`config.mk`:
```
export PLATFORM = sky130hd
export DESIGN_NAME = buffer_stream_reader_flat
export DESIGN_NICKNAME = d
export VERILOG_FILES = /design/src/rtl/buffer_stream_reader_if.sv /design/src/rtl/buffer_stream_reader.sv /design/src/flat_wrapper.sv
export SDC_FILE = /design/constraint.sdc
export NUM_CORES = 1
export LEC_CHECK = 0
export BUFFER_PORTS_ARGS = -buffer_cell sky130_fd_sc_hd__buf_2
export CAP_MARGIN = 20
export CORE_ASPECT_RATIO = 1.2
export CORE_MARGIN = 5
export CORE_UTILIZATION = 37
export DETAILED_ROUTE_END_ITERATION = 12
export HOLD_SLACK_MARGIN = 0.15
export PLACE_DENSITY = 0.68
export SYNTH_ARGS = -nofsm -noshare
export SYNTH_HDL_FRONTEND = slang
export SYNTH_SLANG_ARGS = --single-unit
export TNS_END_PERCENT = 20
```
`constraint.sdc`:
```
create_clock -name clk -period 4.07 [get_ports clk]
set_clock_uncertainty 0.05 [all_clocks]
set_input_delay 0.814 -clock clk [delete_from_list [all_inputs] [get_ports clk]]
set_output_delay 0.814 -clock clk [all_outputs]
set_load 0.03 [all_outputs]
```
`src/rtl/buffer_stream_reader_if.sv`:
```
// Handshake and memory-port bundle between the read sequencer, the bank
// loader, the memory controller and the systolic-array feeder.
interface buffer_stream_reader_if #(
  parameter int DATA_WIDTH = 8,
  parameter int ADDR_WIDTH = 10
);
  logic                  start;
  logic [ADDR_WIDTH:0]   tile_len;
  logic [ADDR_WIDTH-1:0] base_addr;
  logic [1:0]            bank_valid;
  logic [1:0]            bank_release;
  logic                  mem_read_enable;
  logic                  mem_buffer_select;
  logic [ADDR_WIDTH-1:0] mem_rd_addr;
  logic [DATA_WIDTH-1:0] mem_rd_data;
  logic                  out_valid;
  logic [DATA_WIDTH-1:0] out_data;
  logic                  out_last;
  logic                  out_ready;
  logic                  busy;
  logic                  tile_done;

  // Environment side: loader, memory controller and stream consumer.
  modport master (
    output start, tile_len, base_addr, bank_valid, mem_rd_data, out_ready,
    input  bank_release, mem_read_enable, mem_buffer_select, mem_rd_addr,
           out_valid, out_data, out_last, busy, tile_done
  );

  // Reader side.
  modport slave (
    input  start, tile_len, base_addr, bank_valid, mem_rd_data, out_ready,
    output bank_release, mem_read_enable, mem_buffer_select, mem_rd_addr,
           out_valid, out_data, out_last, busy, tile_done
  );
endinterface

```
`src/rtl/buffer_stream_reader.sv`:
```
// Ping-pong bank read sequencer: issues credit-limited single-cycle reads and
// streams the words through a 2-entry output FIFO with valid/ready backpressure.
module buffer_stream_reader #(
  parameter int DATA_WIDTH = 8,
  parameter int ADDR_WIDTH = 10
) (
  input logic                    clk,
  input logic                    rst_n,
  buffer_stream_reader_if.slave  bus
);

  localparam logic [1:0] S_IDLE      = 2'd0;
  localparam logic [1:0] S_WAIT_BANK = 2'd1;
  localparam logic [1:0] S_STREAM    = 2'd2;
  localparam logic [1:0] S_DRAIN     = 2'd3;

  localparam logic [ADDR_WIDTH:0] CNT_ONE = 1;

  logic [1:0]            state, state_next;
  logic                  cur_bank;
  logic [ADDR_WIDTH:0]   len_q;
  logic [ADDR_WIDTH-1:0] base_q;
  logic [ADDR_WIDTH:0]   issue_count;
  logic                  inflight, inflight_last;

  logic [DATA_WIDTH-1:0] fifo_data [2];
  logic [1:0]            fifo_last;
  logic [1:0]            fifo_count;
  logic                  wr_ptr, rd_ptr;

  logic                  busy_q, tile_done_q;
  logic [1:0]            bank_release_q;

  logic                  out_valid, pop, credit, issue, issue_is_last;
  logic                  start_tile, start_empty, tile_end;
  logic [2:0]            occupancy;

  assign out_valid   = (fifo_count != 2'd0);
  assign pop         = out_valid & bus.out_ready;
  assign start_tile  = (state == S_IDLE) & bus.start & (bus.tile_len != '0);
  assign start_empty = (state == S_IDLE) & bus.start & (bus.tile_len == '0);

  // Words already committed (buffered or one cycle from arriving) minus the one
  // leaving now; a new read is only allowed while this stays below the depth.
  assign occupancy     = {1'b0, fifo_count} + {2'b00, inflight} - {2'b00, pop};
  assign credit        = (occupancy < 3'd2);
  assign issue         = (state == S_STREAM) & credit;
  assign issue_is_last = (issue_count + CNT_ONE == len_q);
  assign tile_end      = (state == S_DRAIN) & pop & fifo_last[rd_ptr];

  // NOTE: every signal assigned in always_comb gets a default first, otherwise
  // a path that skips the assignment infers a latch.
  always_comb begin
    state_next = state;
    case (state)
      S_IDLE:      if (start_tile) state_next = S_WAIT_BANK;
      S_WAIT_BANK: if (bus.bank_valid[cur_bank]) state_next = S_STREAM;
      S_STREAM:    if (issue && issue_is_last) state_next = S_DRAIN;
      S_DRAIN:     if (tile_end) state_next = S_IDLE;
      default:     state_next = S_IDLE;
    endcase
  end

  always_ff @(posedge clk) begin
    if (!rst_n) begin
      state          <= S_IDLE;
      cur_bank       <= 1'b0;
      len_q          <= '0;
      base_q         <= '0;
      issue_count    <= '0;
      inflight       <= 1'b0;
      inflight_last  <= 1'b0;
      // NOTE: the two FIFO slots are reset as well because out_data is read
      // straight from them and must be zero out of reset.
      for (int i = 0; i < 2; i++) fifo_data[i] <= '0;
      fifo_last      <= '0;
      fifo_count     <= '0;
      wr_ptr         <= 1'b0;
      rd_ptr         <= 1'b0;
      busy_q         <= 1'b0;
      tile_done_q    <= 1'b0;
      bank_release_q <= '0;
    end else begin
      state          <= state_next;
      busy_q         <= (state_next != S_IDLE);
      tile_done_q    <= tile_end | start_empty;
      bank_release_q <= tile_end ? (cur_bank ? 2'b10 : 2'b01) : 2'b00;
      if (tile_end) cur_bank <= ~cur_bank;

      if (start_tile) begin
        len_q       <= bus.tile_len;
        base_q      <= bus.base_addr;
        issue_count <= '0;
      end else if (issue) begin
        issue_count <= issue_count + CNT_ONE;
      end

      inflight      <= issue;
      inflight_last <= issue & issue_is_last;

      // Clearing the tag on pop keeps a stale last marker off out_last; a
      // push into the same slot later in this block takes precedence.
      if (pop) begin
        fifo_last[rd_ptr] <= 1'b0;
        rd_ptr            <= ~rd_ptr;
      end
      if (inflight) begin
        fifo_data[wr_ptr] <= bus.mem_rd_data;
        fifo_last[wr_ptr] <= inflight_last;
        wr_ptr            <= ~wr_ptr;
      end
      fifo_count <= fifo_count + {1'b0, inflight} - {1'b0, pop};
    end
  end

  assign bus.mem_read_enable   = issue;
  assign bus.mem_rd_addr       = base_q + issue_count[ADDR_WIDTH-1:0];
  assign bus.mem_buffer_select = cur_bank;
  assign bus.out_valid         = out_valid;
  assign bus.out_data          = fifo_data[rd_ptr];
  assign bus.out_last          = fifo_last[rd_ptr];
  assign bus.busy              = busy_q;
  assign bus.tile_done         = tile_done_q;
  assign bus.bank_release      = bank_release_q;

endmodule
```
`src/flat_wrapper.sv`:
```
// flat-port wrapper written by rule: the top's interface ports become plain ports
module buffer_stream_reader_flat 
#(
  parameter int DATA_WIDTH = 8,
  parameter int ADDR_WIDTH = 10
)
  (clk, rst_n, bus_start, bus_tile_len, bus_base_addr, bus_bank_valid, bus_mem_rd_data, bus_out_ready, bus_bank_release, bus_mem_read_enable, bus_mem_buffer_select, bus_mem_rd_addr, bus_out_valid, bus_out_data, bus_out_last, bus_busy, bus_tile_done);
  buffer_stream_reader_if #(.DATA_WIDTH(DATA_WIDTH), .ADDR_WIDTH(ADDR_WIDTH)) bus_i ();
  input logic clk;
  input logic rst_n;
  input wire logic [$bits(bus_i.start)-1:0] bus_start;
  input wire logic [$bits(bus_i.tile_len)-1:0] bus_tile_len;
  input wire logic [$bits(bus_i.base_addr)-1:0] bus_base_addr;
  input wire logic [$bits(bus_i.bank_valid)-1:0] bus_bank_valid;
  input wire logic [$bits(bus_i.mem_rd_data)-1:0] bus_mem_rd_data;
  input wire logic [$bits(bus_i.out_ready)-1:0] bus_out_ready;
  output wire logic [$bits(bus_i.bank_release)-1:0] bus_bank_release;
  output wire logic [$bits(bus_i.mem_read_enable)-1:0] bus_mem_read_enable;
  output wire logic [$bits(bus_i.mem_buffer_select)-1:0] bus_mem_buffer_select;
  output wire logic [$bits(bus_i.mem_rd_addr)-1:0] bus_mem_rd_addr;
  output wire logic [$bits(bus_i.out_valid)-1:0] bus_out_valid;
  output wire logic [$bits(bus_i.out_data)-1:0] bus_out_data;
  output wire logic [$bits(bus_i.out_last)-1:0] bus_out_last;
  output wire logic [$bits(bus_i.busy)-1:0] bus_busy;
  output wire logic [$bits(bus_i.tile_done)-1:0] bus_tile_done;
  assign bus_i.start = bus_start;
  assign bus_i.tile_len = bus_tile_len;
  assign bus_i.base_addr = bus_base_addr;
  assign bus_i.bank_valid = bus_bank_valid;
  assign bus_i.mem_rd_data = bus_mem_rd_data;
  assign bus_i.out_ready = bus_out_ready;
  assign bus_bank_release = bus_i.bank_release;
  assign bus_mem_read_enable = bus_i.mem_read_enable;
  assign bus_mem_buffer_select = bus_i.mem_buffer_select;
  assign bus_mem_rd_addr = bus_i.mem_rd_addr;
  assign bus_out_valid = bus_i.out_valid;
  assign bus_out_data = bus_i.out_data;
  assign bus_out_last = bus_i.out_last;
  assign bus_busy = bus_i.busy;
  assign bus_tile_done = bus_i.tile_done;
  buffer_stream_reader #(.DATA_WIDTH(DATA_WIDTH), .ADDR_WIDTH(ADDR_WIDTH)) u_core (.clk(clk), .rst_n(rst_n), .bus(bus_i));
endmodule
```
## Yosys cells after proc, flatten, opt, wreduce, memory -nomap -nowiden

Memories as Yosys holds them, arrays and structs flattened. A register that Yosys moved wholly into a read port is not among the register bits.
Index checks and enable logic that the tools add are counted.

- Input port bits: 35
- Memory bits (writable): 16
- Flip-flop bits (word level): 47
- Memories: 1

Memory list:

| name | depth | width | read ports | clocked after memory_dff | write ports | RTL line | RTL |
|---|---|---|---|---|---|---|---|
| u_core.fifo_data | 2 | 8 | 1 | 1 | 2 | buffer_stream_reader.sv:26 | `logic [DATA_WIDTH-1:0] fifo_data [2];` |

- Bitwise operators: 15
- Reductions and logical operators: 11
- Eq/ne operators: 4
- Muxes and demuxes: 27
- $lt $le $gt $ge: 6
- $add $sub $neg: 6

Operator list:

| operator | count |
|---|---|
| 2-bit two-way mux | 8 |
| 1-bit two-way mux | 14 |
| 11-bit by 1-bit adder with 11-bit output, second input constant | 1 |
| 11-bit == test | 1 |
| 11-bit logical NOT | 1 |
| 11-bit nonzero test | 1 |
| 10-bit adder | 1 |
| 1-bit AND | 8 |
| 8-bit two-way mux | 1 |
| 2-bit one-hot mux with 4 select lines | 1 |
| 8-bit OR reduction | 1 |
| 1-bit by 2-bit less-than comparator with 1-bit output, second input constant | 3 |
| 2-bit == test, second input constant | 2 |
| 1-bit NOT | 4 |
| 2-bit nonzero test | 2 |
| 2-bit by 1-bit adder with 3-bit output | 1 |
| 1-bit logical AND | 3 |
| 3-bit by 2-bit less-than comparator with 1-bit output, second input constant | 1 |
| 3-bit by 1-bit subtractor with 3-bit output | 1 |
| 2-bit by 1-bit adder with 2-bit output | 1 |
| 2-bit AND | 1 |
| 2-bit bitwise mux | 1 |
| 1-bit demux with 1-bit select | 2 |
| 2-bit by 1-bit == test with 1-bit output, second input constant | 1 |
| 7 further kinds | 8 |

## Depth between registers and ports, before layout

Gate-level depths: netlist of the first run.

- Depth after elaboration: 10
- Gate-level depth with buffers: 12

## Worst setup path after synthesis of the first run

OpenSTA, ideal clock, no wires.

- Kind: input-to-output
- From: input bus_out_ready
- To: output bus_mem_read_enable
- Slack: 596 ps
- Arrival time: 2610 ps
- Cell stages on the path: 6
- Buffers on the path: 0
- Cell sequence: nand2_1 or2_2 nand2_1 ha_1 fa_1 nor4b_4

- Word-level cells in the longest chain between the ends: 4

Ends and longest elaborated chain:

| item | RTL line | RTL |
|---|---|---|
| from (decl) | flat_wrapper.sv:16 | `input wire logic [$bits(bus_i.out_ready)-1:0] bus_out_ready;` |
| 1-bit AND | buffer_stream_reader.sv:39 | `assign pop = out_valid & bus.out_ready;` |
| 3-bit by 1-bit subtractor with 3-bit output | buffer_stream_reader.sv:45 | `assign occupancy = {1'b0, fifo_count} + {2'b00, inflight} - {2'b00, pop};` |
| named net u_core.occupancy[1] | buffer_stream_reader.sv:36 | `logic [2:0] occupancy;` |
| 3-bit by 2-bit less-than comparator with 1-bit output | buffer_stream_reader.sv:46 | `assign credit = (occupancy < 3'd2);` |
| 1-bit AND | buffer_stream_reader.sv:47 | `assign issue = (state == S_STREAM) & credit;` |
| to (decl) | flat_wrapper.sv:18 | `output wire logic [$bits(bus_i.mem_read_enable)-1:0] bus_mem_read_enable;` |

The timed path passes the listed nets, and every way through them passes these cells.

## Worst setup path after layout of the first run

- From: register u_core.issue_count[2]
- To: output bus_mem_rd_addr[9]

- Word-level cells in the longest chain between the ends: 1

Ends and longest elaborated chain:

| item | RTL line | RTL |
|---|---|---|
| from (decl) | buffer_stream_reader.sv:23 | `logic [ADDR_WIDTH:0] issue_count;` |
| from (signal assigned) | buffer_stream_reader.sv:95 | `issue_count <= issue_count + CNT_ONE;` |
| 10-bit adder | buffer_stream_reader.sv:117 | `assign bus.mem_rd_addr = base_q + issue_count[ADDR_WIDTH-1:0];` |
| to (decl) | flat_wrapper.sv:20 | `output wire logic [$bits(bus_i.mem_rd_addr)-1:0] bus_mem_rd_addr;` |

No other way between the ends.

==> metrics, run 1 <==
commonest non-fill, non-tap cell in the layout=nand2_1; DP Wirelength=5390 um; Setup violations, final=0; Initial DRT Pass Iterations=4; Post-Route WL=7090 um; hold path endpoint=u_core.fifo_last[0]$_SDFF_PN0_; Cell Int Power=0.00116 W; Syn Nets=407; hold path start=u_core.inflight_last$_SDFF_PN0_; routed len/inst=13.1 um; Rows=37; sequential-to-total area share from yosys stat=44.1%; R2R Setup Slk=0.98 ns; Worst path max stage delay=0.58 ns; Final WS setup=0.418 ns; post-CTS sizing=0; Comb power frac=24.0%; CP Launch Type=flip-flop; Mapped Area=3270 um^2; Power, Total=0.00167 W; Top FF cell, synth=dfxtp_1; Clock Tree Buf Depth=2; Hold WC Path Type=reg2reg; Worst-path clk slew=0.07 ns; RR Endpoint=u_core.state[0]$_SDFF_PN0_; Avg Synthesized Cell Area=9.10 um^2; GP Congestion=0.742; Post-Synthesis Cells=359; pre-CTS WS=0.560 ns; DRT iter0 DRCs=112; CTS tree=done; Worst Path Max Fanout=12; vias in the first global route=2660; CTS H-tree depth=3; Worst EP arrival=2.79 ns; Final Cycle Share=89.7%; Slew Limit Fails=0; Worst EP required=3.21 ns; number of synthesized flops with an enable pin=16; Antenna Cells=0; largest net degree at the start of global routing=32; leading cell types in the layout, fill and taps excluded=nand2_1 (64), buf_2 (60), dfxtp_1 (48); status=completed; slowest CP cell=dfxtp_1; Fillers=887; r2r worst-path depth=12; Die Wd=95.8 um; Residual DRC=0; worst r2r src=u_core.fifo_count[1]$_SDFF_PN0_; Cell Pwr Density=432 nW/um^2; Switching Fraction=30.8%; relative slew slack=31.8%; VDD IR max=0.202 mV; Final min period=3.65 ns; die footprint=10800 um^2; Worst Setup Path Type=reg2out; Starting Density=38.0%; setup_tns=0 ns; initial antenna violation count=0; die height=113 um; first-pass GRT wire length=12100 um; Async S/R FF share, synth=0%; worst hold path depth=2; clk sinks=64; total grt overflow=0; Yosys cell types=48; Num CTS Buffers=9; Final Cell Area=3870 um^2; io pins=61; fraction of layout instances using a drive strength above 1=21.9%; CP Cell Sequence=ha_1, nor2b_1, o31a_1, or4_1, a2111o_1, o211a_1, buf_2; FMAX=274 MHz; final hold vios=0; Avg Vias per Cell=4.84; hold_ws=0.407 ns; GRT Overall Usage=14.2%; Reg power frac=44.6%; Top delay family on crit path=compound AO/OA/AOI/OAI gates; Ys Warns=0; Bufs and invs on worst path=1; Lkg Pwr=1.66 nW; MaxCap Viol Count=0; Core ar.=8610 um^2; vias=2618; # nets final=467; Routed Antenna Nets=0; Clk pwr share=31.4%; number of synthesized register bits=64; hold buffer count at CTS=0; placed cell areas=3680 um^2; worst slew pin tran=1.02 ns; CTS Root Cell=clkbuf_8; Psw=0.000516 W; Layout area overhead=18.4%; capturing element type of the critical path=output port; RSZ-0062 raised after global routing=false; port bufs=60; total setup buffers inserted after CTS=0; worst skew pair latency=0.33 ns
==> power groups by stage <==
stage | Combinational [W] | Sequential, W | Clock [W]
2_1_floorplan | 0.000318 | 0.000741 | 0
3_3_place_gp | 0.000399 | 0.000759 | 0
3_5_place_dp | 0.000407 | 0.000761 | 0
4_1_cts | 0.000409 | 0.000748 | 0.000544
5_1_grt | 0.000451 | 0.000754 | 0.000578
6_report | 0.000402 | 0.000746 | 0.000525
==> metal layers <==
layer	track usage [%]	vias up	share of wire, %
met5	0	-	0
met4	4.27	0	0.52
met3	3.79	5	4.3
met2	26.1	44	54
met1	15.5	1223	41
li1	-	1346	-
==> flip-flops by register name (all words and copies together) (netlist names), 2 cells and up, named ones only <==
name                     flops
u_core.fifo_count            2
u_core.len_q                11
u_core.base_q               10
u_core.fifo_last             2
u_core.issue_count          11
u_core.state                 2
u_core.bus.bank_release      2
u_core.fifo_data            16
==> worst min-delay path: cells and delay by family, from the launching register on <==
family,cells,cell delay (ns)
flops,1,0.32
simple gates,2,0.10
==> stage by stage <==
stage | instances | util [%]
after floorplan | 359 | -
after detailed placement | 525 | 42.7
after global placement | 525 | 42.7
final | 541 | 44.9
after CTS | 541 | 44.9
after global routing | 541 | 44.9
==> Yosys cell counts (6+ instances only) <==
library cell  count  share of area, %
nand2_1          64               7.4
and2_1           18               3.4
a21oi_1          29               4.4
mux2_2            8               2.8
xnor2_1          19               5.1
edfxtp_1         16                15
dfxtp_1          48                29
xor2_1           15               4.0
nand3_1           9               1.4
nor3_1            6              0.92
clkbuf_1         11               1.3
nor2_1           28               3.2
ha_1             11               4.2
inv_1            12               1.4
==> cells by family after synthesis <==
logic type / synth area share [%]
adders and majority gates: 5.44
xor gates and xnor gates: 9.11
DFF: 44.1
and+or+nand+nor: 24.4
buffers and inverters: 3.10
AOI/OAI and AO/OA: 10.1
muxes: 3.68
==> area by class of cell <==
class                      count  area (um^2)  share of cell area (%)
clock buffer                  12          145                    3.75
clock inverter                 4         43.8                    1.13
inverter                      12         45.0                    1.16
multi-input combinational    269         1730                    44.6
tap                          117          146                    3.78
sequential                    64         1440                    37.2
timing repair buffer          63          323                    8.34
==> worst max-delay path by stage <==
stage                                      to  slack (ns)                          startpoint  depth (start not counted)
final                      bus_mem_rd_addr[9]        0.42  u_core.issue_count[2]$_SDFFE_PP0P_                          7
after detailed placement  bus_mem_read_enable        0.56                       bus_out_ready                          8
after global placement    bus_mem_read_enable        0.54                       bus_out_ready                          8
after floorplan           bus_mem_read_enable        0.60                       bus_out_ready                          6
after global routing       bus_mem_rd_addr[9]        0.29  u_core.issue_count[2]$_SDFFE_PP0P_                          7
after CTS                  bus_mem_rd_addr[9]        0.40  u_core.issue_count[2]$_SDFFE_PP0P_                          7
(Power assumes the default switching activity.)
==> inputs of run 2 (changes only) <==
--- a/config.mk
+++ b/config.mk
@@ -8,7 +8,6 @@
 export BUFFER_PORTS_ARGS = -buffer_cell sky130_fd_sc_hd__buf_2
 export CAP_MARGIN = 20
 export CORE_ASPECT_RATIO = 1.2
-export CORE_MARGIN = 5
 export CORE_UTILIZATION = 37
 export DETAILED_ROUTE_END_ITERATION = 12
 export HOLD_SLACK_MARGIN = 0.15
==> metrics, run 2 (synthesis results as in run 1) <==
status=completed; Final Cycle Share=89.9%; Lkg Pwr=1.65 nW; Worst EP required=3.21 ns; Core ar.=8560 um^2; setup_tns=0 ns; largest net degree at the start of global routing=32; r2r worst-path depth=12; Antenna Cells=0; io pins=61; met1 Use GR=18.0%; RSZ-0062 raised after global routing=false; Initial DRT Pass Iterations=4; Rows=37; vias in the first global route=2592; hold buffer count at CTS=0; initial antenna violation count=0; # nets final=467; Worst Path Max Fanout=12; Post-Route WL=6910 um; CTS Root Cell=clkbuf_8; commonest non-fill, non-tap cell in the layout=nand2_1; Worst Setup Path Type=reg2out; MaxCap Viol Count=0; Setup violations, final=0; die footprint=9210 um^2; CTS tree=done; DP Wirelength=5140 um; relative slew slack=32.6%; Layout area overhead=17.9%; max reg flops=16; Num CTS Buffers=9; port bufs=60; Die Wd=87.8 um; Power, Total=0.00163 W; Util after Layout=45.0%; worst skew pair latency=0.34 ns; GRT Overall Usage=16.4%; worst slew pin tran=1.01 ns; first-pass GRT wire length=11800 um; FMAX=273 MHz; Hold WC Path Type=reg2reg; Slew Limit Fails=0; total grt overflow=0; CP Launch Type=flip-flop; Clock Tree Buf Depth=2; capturing element type of the critical path=output port; Worst EP arrival=2.79 ns; DRT iter0 DRCs=53; fraction of layout instances using a drive strength above 1=22.6%; Starting Density=38.2%; Worst-path clk slew=0.08 ns; VDD IR max=0.164 mV; Residual DRC=0; Finished Layout Cells=541; routed len/inst=12.8 um; total setup buffers inserted after CTS=0; Biggest register=u_core.fifo_data; grt met2 use=30.0%; CTS H-tree depth=3; Top Usage Layer GRT=met2; final hold vios=0; leading cell types in the layout, fill and taps excluded=nand2_1 (64), buf_2 (60), dfxtp_1 (48); vias=2644; GP Congestion=0.761; Avg Vias per Cell=4.89; Cell Pwr Density=423 nW/um^2; Final min period=3.66 ns; post-CTS sizing=0; die height=105 um; Largest regs=u_core.fifo_data: 16 flops, u_core.issue_count: 11 flops, u_core.len_q: 11 flops; worst hold path depth=2; placed cells=525; clk sinks=64; M3 GR Usage=4.03%; Routed Antenna Nets=0
[run 2: report_power, final]
part | internal [W] | switching (W)
logic | 0.000160 | 0.000242
registers | 0.000701 | 0.0000451
clock network | 0.000220 | 0.000261
total | 0.00108 | 0.000548
[run 2: area by class of cell]
| type | instances | area [um^2] |
|---|---|---|
| Clock inverter | 7 | 47.5 |
| Fill cell | 862 | 4710 |
| Clock buffer | 9 | 124 |
| Timing Repair Buffer | 63 | 323 |
| Multi-Input combinational cell | 269 | 1730 |
| Tap cell | 117 | 146 |
| Inverter | 12 | 45.0 |
| Sequential cell | 64 | 1440 |
[run 2: worst max-delay path: stages (launching register included)]
cell	delay, ns
dfxtp_1	0.58
ha_1	0.34
nor2b_1	0.15
o31a_1	0.26
or4_1	0.44
a2111o_1	0.38
o211a_1	0.13
buf_2	0.17
[run 2: per-layer routing]
layer	wire [um]	up-vias	part of all wire (%)
met5	0	-	0
met4	82	0	1.2
met3	264	9	3.8
met2	3680	53	53
met1	2880	1237	42
li1	-	1345	-
[run 2: worst paths after layout]
path | end | from | slack [ns]
min | u_core.fifo_last[0]$_SDFF_PN0_ | u_core.inflight_last$_SDFF_PN0_ | 0.40
min reg2reg | u_core.fifo_last[0]$_SDFF_PN0_ | u_core.inflight_last$_SDFF_PN0_ | 0.40
max | bus_mem_rd_addr[9] | u_core.issue_count[2]$_SDFFE_PP0P_ | 0.41
max reg2reg | u_core.state[0]$_SDFF_PN0_ | u_core.fifo_count[1]$_SDFF_PN0_ | 0.95
[run 2: stage by stage]
stage               hold slack [ns]  setup slack (ns)  area (um^2)
floorplan                     0.365             0.596         3270
detailed placement            0.393             0.520         3680
global placement              0.391             0.534         3680
CTS                           0.405             0.415         3850
global route                  0.426             0.287         3850
finish                        0.402             0.411         3850
==> inputs of run 3 (changes only) <==
--- a/config.mk
+++ b/config.mk
@@ -8,10 +8,10 @@
 export BUFFER_PORTS_ARGS = -buffer_cell sky130_fd_sc_hd__buf_2
 export CAP_MARGIN = 20
 export CORE_ASPECT_RATIO = 1.2
-export CORE_UTILIZATION = 37
+export CORE_UTILIZATION = 55
 export DETAILED_ROUTE_END_ITERATION = 12
 export HOLD_SLACK_MARGIN = 0.15
-export PLACE_DENSITY = 0.68
+export PLACE_DENSITY = 0.9
 export SYNTH_ARGS = -nofsm -noshare
 export SYNTH_HDL_FRONTEND = slang
 export SYNTH_SLANG_ARGS = --single-unit
==> metrics, run 3 (synthesis results as in run 1) <==
clk sinks=64; RSZ-0062 raised after global routing=false; Worst-path clk slew=0.07 ns; Residual DRC=0; Hold WC Path Type=reg2reg; Cell Pwr Density=452 nW/um^2; Fillers=485; Comb power frac=23.5%; Clk pwr share=33.5%; Clock Tree Buf Depth=2; CTS Root Cell=clkbuf_8; Largest regs=u_core.fifo_data: 16 flops, u_core.issue_count: 11 flops, u_core.len_q: 11 flops; Rows=30; max reg flops=16; Final min period=3.67 ns; Post-Route WL=6980 um; vias in the first global route=2716; Num CTS Buffers=9; Worst EP required=3.21 ns; post-CTS sizing=0; FF+latch area=1440 um^2; Final Cycle Share=90.1%; io pins=61; Final WS setup=0.401 ns; Lkg Pwr=1.67 nW; initial antenna violation count=0; total grt overflow=0; setup_tns=0 ns; status=completed; Layout area overhead=17.6%; Avg Vias per Cell=5.33; CTS tree=done; Setup violations, final=0; Initial DRT Pass Iterations=5; Antenna Cells=0; Worst Setup Path Type=reg2out; Starting Density=57.3%; die height=86.4 um; MaxCap Viol Count=0; capturing element type of the critical path=output port; die footprint=6260 um^2; CTS H-tree depth=3; hold buffer count at CTS=0; GP Congestion=0.862; FMAX=273 MHz; Switching Fraction=30.9%; Util after Layout=67.4%; port bufs=60; worst skew pair latency=0.35 ns; relative slew slack=33.4%; worst slew pin tran=0.997 ns; CP Launch Type=flip-flop; commonest non-fill, non-tap cell in the layout=nand2_1; total setup buffers inserted after CTS=0; vias=2685; area taken by multi-input logic gates=1730 um^2; Slew Limit Fails=0; largest net degree at the start of global routing=32; Routed Antenna Nets=0; Biggest register=u_core.fifo_data; DP Wirelength=5060 um; Psw=0.000538 W; Worst Path Max Fanout=7; first-pass GRT wire length=11900 um; final hold vios=0; Reg power frac=42.9%; Die Wd=72.4 um; pre-CTS WS=0.466 ns; Worst EP arrival=2.81 ns; DRT iter0 DRCs=105; routed len/inst=13.8 um; Core ar.=5710 um^2; VDD IR max=0.274 mV; GRT Overall Usage=24.8%; fraction of layout instances using a drive strength above 1=22.4%; Cell Int Power=0.00120 W; # nets final=467; leading cell types in the layout, fill and taps excluded=nand2_1 (64), buf_2 (60), dfxtp_1 (48)
[run 3: power by group through the flow]
stage                     clock, W  sequential, W  combinational, W
after floorplan                  0       0.000741          0.000318
after global routing      0.000623       0.000753          0.000442
after global placement           0       0.000757          0.000395
after CTS                 0.000595       0.000747          0.000414
after detailed placement         0       0.000761          0.000412
final                     0.000583       0.000747          0.000409
[run 3: worst paths after layout]
| path | start | endpoint | slack, ns | depth (start not counted) |
|---|---|---|---|---|
| setup / recovery | u_core.fifo_count[1]$_SDFF_PN0_ | bus_mem_read_enable | 0.40 | 9 |
| hold / removal | u_core.inflight_last$_SDFF_PN0_ | u_core.fifo_last[0]$_SDFF_PN0_ | 0.40 | 2 |
| setup reg to reg | u_core.fifo_count[1]$_SDFF_PN0_ | u_core.state[0]$_SDFF_PN0_ | 0.83 | 13 |
| hold reg to reg | u_core.inflight_last$_SDFF_PN0_ | u_core.fifo_last[0]$_SDFF_PN0_ | 0.40 | 2 |
[run 3: cell type report]
| class | count | area share (%) |
|---|---|---|
| well taps | 80 | 2.60 |
| clock inverters | 7 | 2.25 |
| multi-input cells | 269 | 44.9 |
| clock buffers | 9 | 3.22 |
| flip-flops and latches | 64 | 37.5 |
| inverters | 12 | 1.17 |
| repair buffers | 63 | 8.40 |
[run 3: stage by stage]
step                      power [W]  hold slack, ns  instance area (um^2)  cells
after floorplan             0.00106           0.365                  3270    359
after global placement      0.00115           0.383                  3630    488
final                       0.00174           0.400                  3840    504
after CTS                   0.00176           0.405                  3840    504
after global routing        0.00182           0.438                  3840    504
after detailed placement    0.00117           0.393                  3630    488
[run 3: per-layer routing]
| layer | vias up | routed length (um) | GRT usage [%] | share of wire, % |
|---|---|---|---|---|
| met5 | - | 0 | 0 | 0 |
| met4 | 0 | 130 | 9.80 | 1.9 |
| met3 | 15 | 321 | 6.40 | 4.6 |
| met2 | 70 | 3870 | 47.7 | 55 |
| met1 | 1257 | 2660 | 25.1 | 38 |
| li1 | 1343 | - | - | - |
[run 3: worst max-delay path, cell delays in order, from the launching register on]
cell     delay, ns
dfxtp_1       0.33
or2_2         0.32
nand2_1       0.21
or2_2         0.18
nand2_1       0.06
ha_1          0.19
fa_1          0.38
xnor2_1       0.18
nor4b_4       0.34
buf_2         0.27
